==> config.mk <==
export PLATFORM = sky130hd
export DESIGN_NAME = wm8731_cfg_arbiter
export DESIGN_NICKNAME = d
export VERILOG_FILES = /design/src/rtl/synth_pkg.sv /design/src/rtl/wm8731_cfg_arbiter.sv
export SDC_FILE = /design/constraint.sdc
export NUM_CORES = 1
export LEC_CHECK = 0
export ABC_CLOCK_PERIOD_IN_PS = 3000
export BUFFER_PORTS_ARGS = -buffer_cell sky130_fd_sc_hd__buf_2
export CORE_AREA = 2 2 61 91
export CTS_CLUSTER_SIZE = 16
export DETAILED_ROUTE_END_ITERATION = 6
export DIE_AREA = 0 0 63 93
export GPL_TIMING_DRIVEN = 1
export PLACE_DENSITY = 0.74
export SLEW_MARGIN = 0
export SYNTH_ARGS = -nofsm -noshare
export SYNTH_HDL_FRONTEND = slang
export SYNTH_SLANG_ARGS = --single-unit
==> constraint.sdc <==
create_clock -name clk -period 3 [get_ports clk]
set_clock_uncertainty 0.1 [all_clocks]
set_input_delay 0.15 -clock clk [delete_from_list [all_inputs] [get_ports clk]]
set_output_delay 0.15 -clock clk [all_outputs]
set_load 0.01 [all_outputs]
==> src/rtl/synth_pkg.sv <==
// Shared WM8731 configuration definitions: arbiter FSM states, codec address
// constants and the {register, data} control-word packer.
package synth_pkg;

  typedef enum logic [2:0] {
    ST_IDLE,
    ST_GRANT,
    ST_SEND_HI,
    ST_SEND_LO,
    ST_GAP
  } arb_state_e;

  localparam logic [6:0] WM8731_PERIPH_ADDR   = 7'b0011010;
  localparam logic [6:0] WM8731_REG_RESET     = 7'h0F;
  localparam logic [6:0] WM8731_REG_SAMP_CTRL = 7'h08;

  function automatic logic [15:0] wm8731_pack_word(input logic [6:0] addr,
                                                   input logic [8:0] data);
    return {addr, data};
  endfunction

endpackage

==> src/rtl/wm8731_cfg_arbiter.sv <==
// Round-robin arbiter feeding two-byte WM8731 writes into one I2C byte controller.
// Grant to i2c_enable is 2 cycles; requesters wait (req held) until their done pulse.
module wm8731_cfg_arbiter
  import synth_pkg::*;
#(
  parameter logic [6:0]  PERIPH_ADDR    = WM8731_PERIPH_ADDR,
  parameter int unsigned GAP_CYCLES     = 16,
  parameter int unsigned TIMEOUT_CYCLES = 65535
) (
  input  logic        clk,
  input  logic        reset,
  input  logic [1:0]  req,
  input  logic [15:0] req_word0,
  input  logic [15:0] req_word1,
  output logic [1:0]  done,
  output logic        err,
  output logic        busy,
  output logic        i2c_enable,
  output logic        i2c_mode,
  output logic [6:0]  i2c_addr,
  output logic [7:0]  i2c_tx_byte,
  input  logic        i2c_ready
);

  localparam int unsigned GW = $clog2(GAP_CYCLES + 1);
  localparam logic [GW-1:0] GAP_LAST = GW'(GAP_CYCLES - 1);
  localparam logic [15:0]   WD_LAST  = 16'(TIMEOUT_CYCLES - 1);

  arb_state_e    state_q, state_d;
  logic [15:0]   word_q, word_d;
  logic          owner_q, owner_d;
  logic          last_q, last_d;
  logic [15:0]   wd_q, wd_d;
  logic [GW-1:0] gap_q, gap_d;
  logic [1:0]    done_q, done_d;
  logic          err_q, err_d;

  logic          pick;
  logic [15:0]   wd_inc;
  logic          wd_expired;

  // Requester 1 wins a tie only when requester 0 was served last.
  assign pick       = req[1] & (~req[0] | ~last_q);
  assign wd_inc     = (wd_q == 16'hFFFF) ? wd_q : wd_q + 16'd1;
  assign wd_expired = (wd_q >= WD_LAST);

  always_ff @(posedge clk or posedge reset) begin
    if (reset) begin
      state_q <= ST_IDLE;
      word_q  <= '0;
      owner_q <= 1'b0;
      last_q  <= 1'b1;
      wd_q    <= '0;
      gap_q   <= '0;
      done_q  <= '0;
      err_q   <= 1'b0;
    end else begin
      state_q <= state_d;
      word_q  <= word_d;
      owner_q <= owner_d;
      last_q  <= last_d;
      wd_q    <= wd_d;
      gap_q   <= gap_d;
      done_q  <= done_d;
      err_q   <= err_d;
    end
  end

  always_comb begin
    state_d = state_q;
    word_d  = word_q;
    owner_d = owner_q;
    last_d  = last_q;
    wd_d    = wd_q;
    gap_d   = gap_q;
    done_d  = '0;
    err_d   = 1'b0;

    case (state_q)
      ST_IDLE: begin
        if (|req) begin
          owner_d = pick;
          word_d  = pick ? req_word1 : req_word0;
          state_d = ST_GRANT;
        end
      end

      ST_GRANT: begin
        wd_d    = '0;
        state_d = ST_SEND_HI;
      end

      ST_SEND_HI, ST_SEND_LO: begin
        // A ready in the expiry cycle still counts as success.
        if (i2c_ready) begin
          wd_d = '0;
          if (state_q == ST_SEND_HI) begin
            state_d = ST_SEND_LO;
          end else begin
            done_d[owner_q] = 1'b1;
            last_d          = owner_q;
            gap_d           = '0;
            state_d         = ST_GAP;
          end
        end else if (wd_expired) begin
          done_d[owner_q] = 1'b1;
          err_d           = 1'b1;
          gap_d           = '0;
          state_d         = ST_GAP;
        end else begin
          wd_d = wd_inc;
        end
      end

      ST_GAP: begin
        if (gap_q == GAP_LAST) begin
          state_d = ST_IDLE;
        end else begin
          gap_d = gap_q + GW'(1);
        end
      end

      default: state_d = ST_IDLE;
    endcase
  end

  assign busy        = (state_q != ST_IDLE);
  assign i2c_enable  = (state_q == ST_SEND_HI) || (state_q == ST_SEND_LO);
  assign i2c_mode    = 1'b1;
  assign i2c_addr    = PERIPH_ADDR;
  assign i2c_tx_byte = (state_q == ST_SEND_LO) ? word_q[7:0] : word_q[15:8];
  assign done        = done_q;
  assign err         = err_q;

endmodule
==> results.json <==
{
  "pin_count": 58,
  "p_leak_nw": 1.274,
  "final_common_cell": "buf_2",
  "clock_latency_ns": 0.30,
  "port_buffers": 49,
  "ys_ff_latch": 45,
  "grt_max_degree": 33,
  "synthDistinctLibCells": 41,
  "fin_ws_ns": 0.6609,
  "fin_setup_tns_ns": 0,
  "grt_pass1_wl_mm": 9.052,
  "wl_met2_mm": 2.760,
  "outcome": "complete, no violations",
  "end_kind": "output port",
  "critPathKind": "reg2out",
  "finalSetupViolations": 0,
  "routed.top_layer": "met4",
  "path_max_fanout": 10,
  "wl_met3_um": 331,
  "numCtsBuffers": 5,
  "final_core_util": 0.5608,
  "dp_worst_setup_slack_ns": 0.9022,
  "hold_path.class": "in2reg",
  "timing.fmax_mhz": 427.5,
  "fp-row-count": 32,
  "dpl.hpwl_mm": 3.963,
  "yosysSeqAreaShare": 0.4590,
  "period_share": 0.7797,
  "first_iter_violations": 82,
  "cp.required_ns": 2.75,
  "cts_root_buf": "clkbuf_8",
  "worst_slew_pin_slew_ns": 0.7949,
  "finalHoldViolations": 0,
  "maxCapViolCount": 0,
  "reg2reg_depth": 5,
  "initial_utilization": 0.4830,
  "core_sq_mm": 0.005085,
  "power_density_mw_per_mm2": 780.7,
  "drt_pass1_iterations": 4,
  "diodes": 0,
  "viasPerCell": 5.490,
  "wl_per_cell_um": 13.58,
  "gp_congestion": 0.9058,
  "design_area_sq_mm": 0.002851,
  "drc": 0,
  "irDropWorstVdd_mv": 0.3249,
  "syn_avg_cell_area_sq_um": 9.097,
  "ant_nets": 0,
  "wl_met1_mm": 2.004,
  "arrival_ns": 2.09,
  "syn-cell-area_sq_mm": 0.002456,
  "fp.dieH_um": 93,
  "grt_pass1_vias": 2022,
  "path_clk_slew_ns": 0.08,
  "hold_ws_ns": 0.04548,
  "min_period_ns": 2.339,
  "gr-total-overflow": 0,
  "area_delta_synth_final_pct": 16.10,
  "netlist_instances": 270,
  "final_cell_mix": "buf_2 (49), dfrtp_1 (44), nor2_1 (36)",
  "synth-edff-count": 0,
  "clock-sinks": 45,
  "rsz0062_at_grt": "false",
  "antenna_found_initial": 0,
  "clockBufferDepth": 2,
  "layout.nets": 356,
  "track_usage": 0.1932,
  "die_w_um": 63,
  "drive_gt1_frac": 0.2437,
  "synth_ff_type": "dfrtp_1",
  "worstSetupStartpointType": "flop",
  "place_area_sq_mm": 0.002734,
  "yosys_warnings": 0,
  "async_flop_share": 1.000,
  "htree_levels": 2,
  "holdPathStages": 3,
  "num_vias": 2108,
  "relSlewSlack": 0.4660,
  "drt-total-wl_mm": 5.215,
  "slew_viol_final": 0,
  "cts_tree": "yes",
  "die_area_sq_mm": 0.005859
}
## worst paths after layout
path | from | slack, ns | to
worst min-delay path | req_word0[2] | 0.05 | word_q[2]
worst max register to register | wd_q[11] | 0.86 | wd_q[2]
worst max-delay path | state_q[2] | 0.66 | i2c_tx_byte[4]
min in group asynchronous | reset | 0.30 | word_q[1]
max in group asynchronous | reset | 1.73 | last_q
worst min register to register | owner_q | 0.38 | done[0]
## cell usage after synthesis (all sizes together), types with 2 or more instances
| cell | instances | area (sq um) |
|---|---|---|
| ha | 4 | 50.05 |
| nand3 | 10 | 55.05 |
| nor2 | 37 | 138.9 |
| o21ai | 25 | 128.9 |
| inv | 5 | 18.77 |
| nand4 | 8 | 50.05 |
| conb | 2 | 7.510 |
| a41oi | 3 | 26.28 |
| buf | 12 | 78.82 |
| o311ai | 2 | 17.52 |
| a21oi | 29 | 145.1 |
| nand2 | 14 | 52.55 |
| dfrtp | 44 | 1101 |
| mux2 | 9 | 101.4 |
| and3 | 4 | 25.02 |
| nand2b | 6 | 37.54 |
| nor3 | 5 | 25.02 |
| mux2i | 16 | 160.2 |
| nor2b | 3 | 18.77 |
| o31ai | 2 | 15.01 |
| a31oi | 5 | 31.28 |
| clkbuf | 10 | 37.54 |
## power breakdown
part / total [W] / switching [W] / internal (W) / leakage, nW
Clock: 0.000446 / 0.000199 / 0.000247 / 0.0552
Sequential: 0.000917 / 0.000134 / 0.000782 / 0.568
Combinational: 0.000863 / 0.000503 / 0.000360 / 0.651
Total: 0.00223 / 0.000836 / 0.00139 / 1.27
## repair_timing
action                                 in CTS  in global routing
buffers inserted                            0                  0
endpoints found under the hold margin      19                  0
hold buffers                                1                  0
gates resized for setup                     0                  0
## worst max-delay path: stages (launching register included)
cell	delay (ns)
dfrtp_1	0.49
nor2b_1	0.43
nand2_1	0.37
mux2_2	0.37
buf_2	0.14
## sequential cells by signal, indices dropped and copies added, names as in the netlist
signal and cells:
last_q 1, word_q 16, state_q 3, gap_q 5, err 1, owner_q 1
wd_q 16, done 2
## area by class of cell
| type | instances | area [sq um] |
|---|---|---|
| Fill cell | 468 | 2233 |
| Multi-Input combinational cell | 204 | 1227 |
| Sequential cell | 45 | 1127 |
| Timing Repair Buffer | 54 | 285.3 |
| Tap cell | 68 | 85.08 |
| Clock buffer | 6 | 72.57 |
| Clock inverter | 2 | 35.03 |
| Inverter | 5 | 18.77 |
## kinds of logic after synthesis
logic type	after synthesis	share of synthesized area
AND/OR/NAND/NOR	93	0.1814
AO/OA/AOI/OAI	73	0.1712
flip-flops	45	0.4590
buffers and inverters	27	0.05502
multiplexers	25	0.1065
adder cells (fa/ha/maj)	4	0.02038
other	2	0.003058
XOR/XNOR	1	0.003567
## per-layer routing
layer | up-vias | GRT usage
met5 | - | 0
met4 | 0 | 0.07778
met3 | 11 | 0.04091
met2 | 75 | 0.3484
met1 | 986 | 0.2199
li1 | 1036 | -
## stage by stage
step / instances / power, W
2_1_floorplan: 276 / 0.001533
3_3_place_gp: 375 / 0.001773
3_5_place_dp: 375 / 0.001802
4_1_cts: 384 / 0.002254
5_1_grt: 384 / 0.002408
6_report: 384 / 0.002226
No activity file was read; power rests on OpenSTA's default activity.
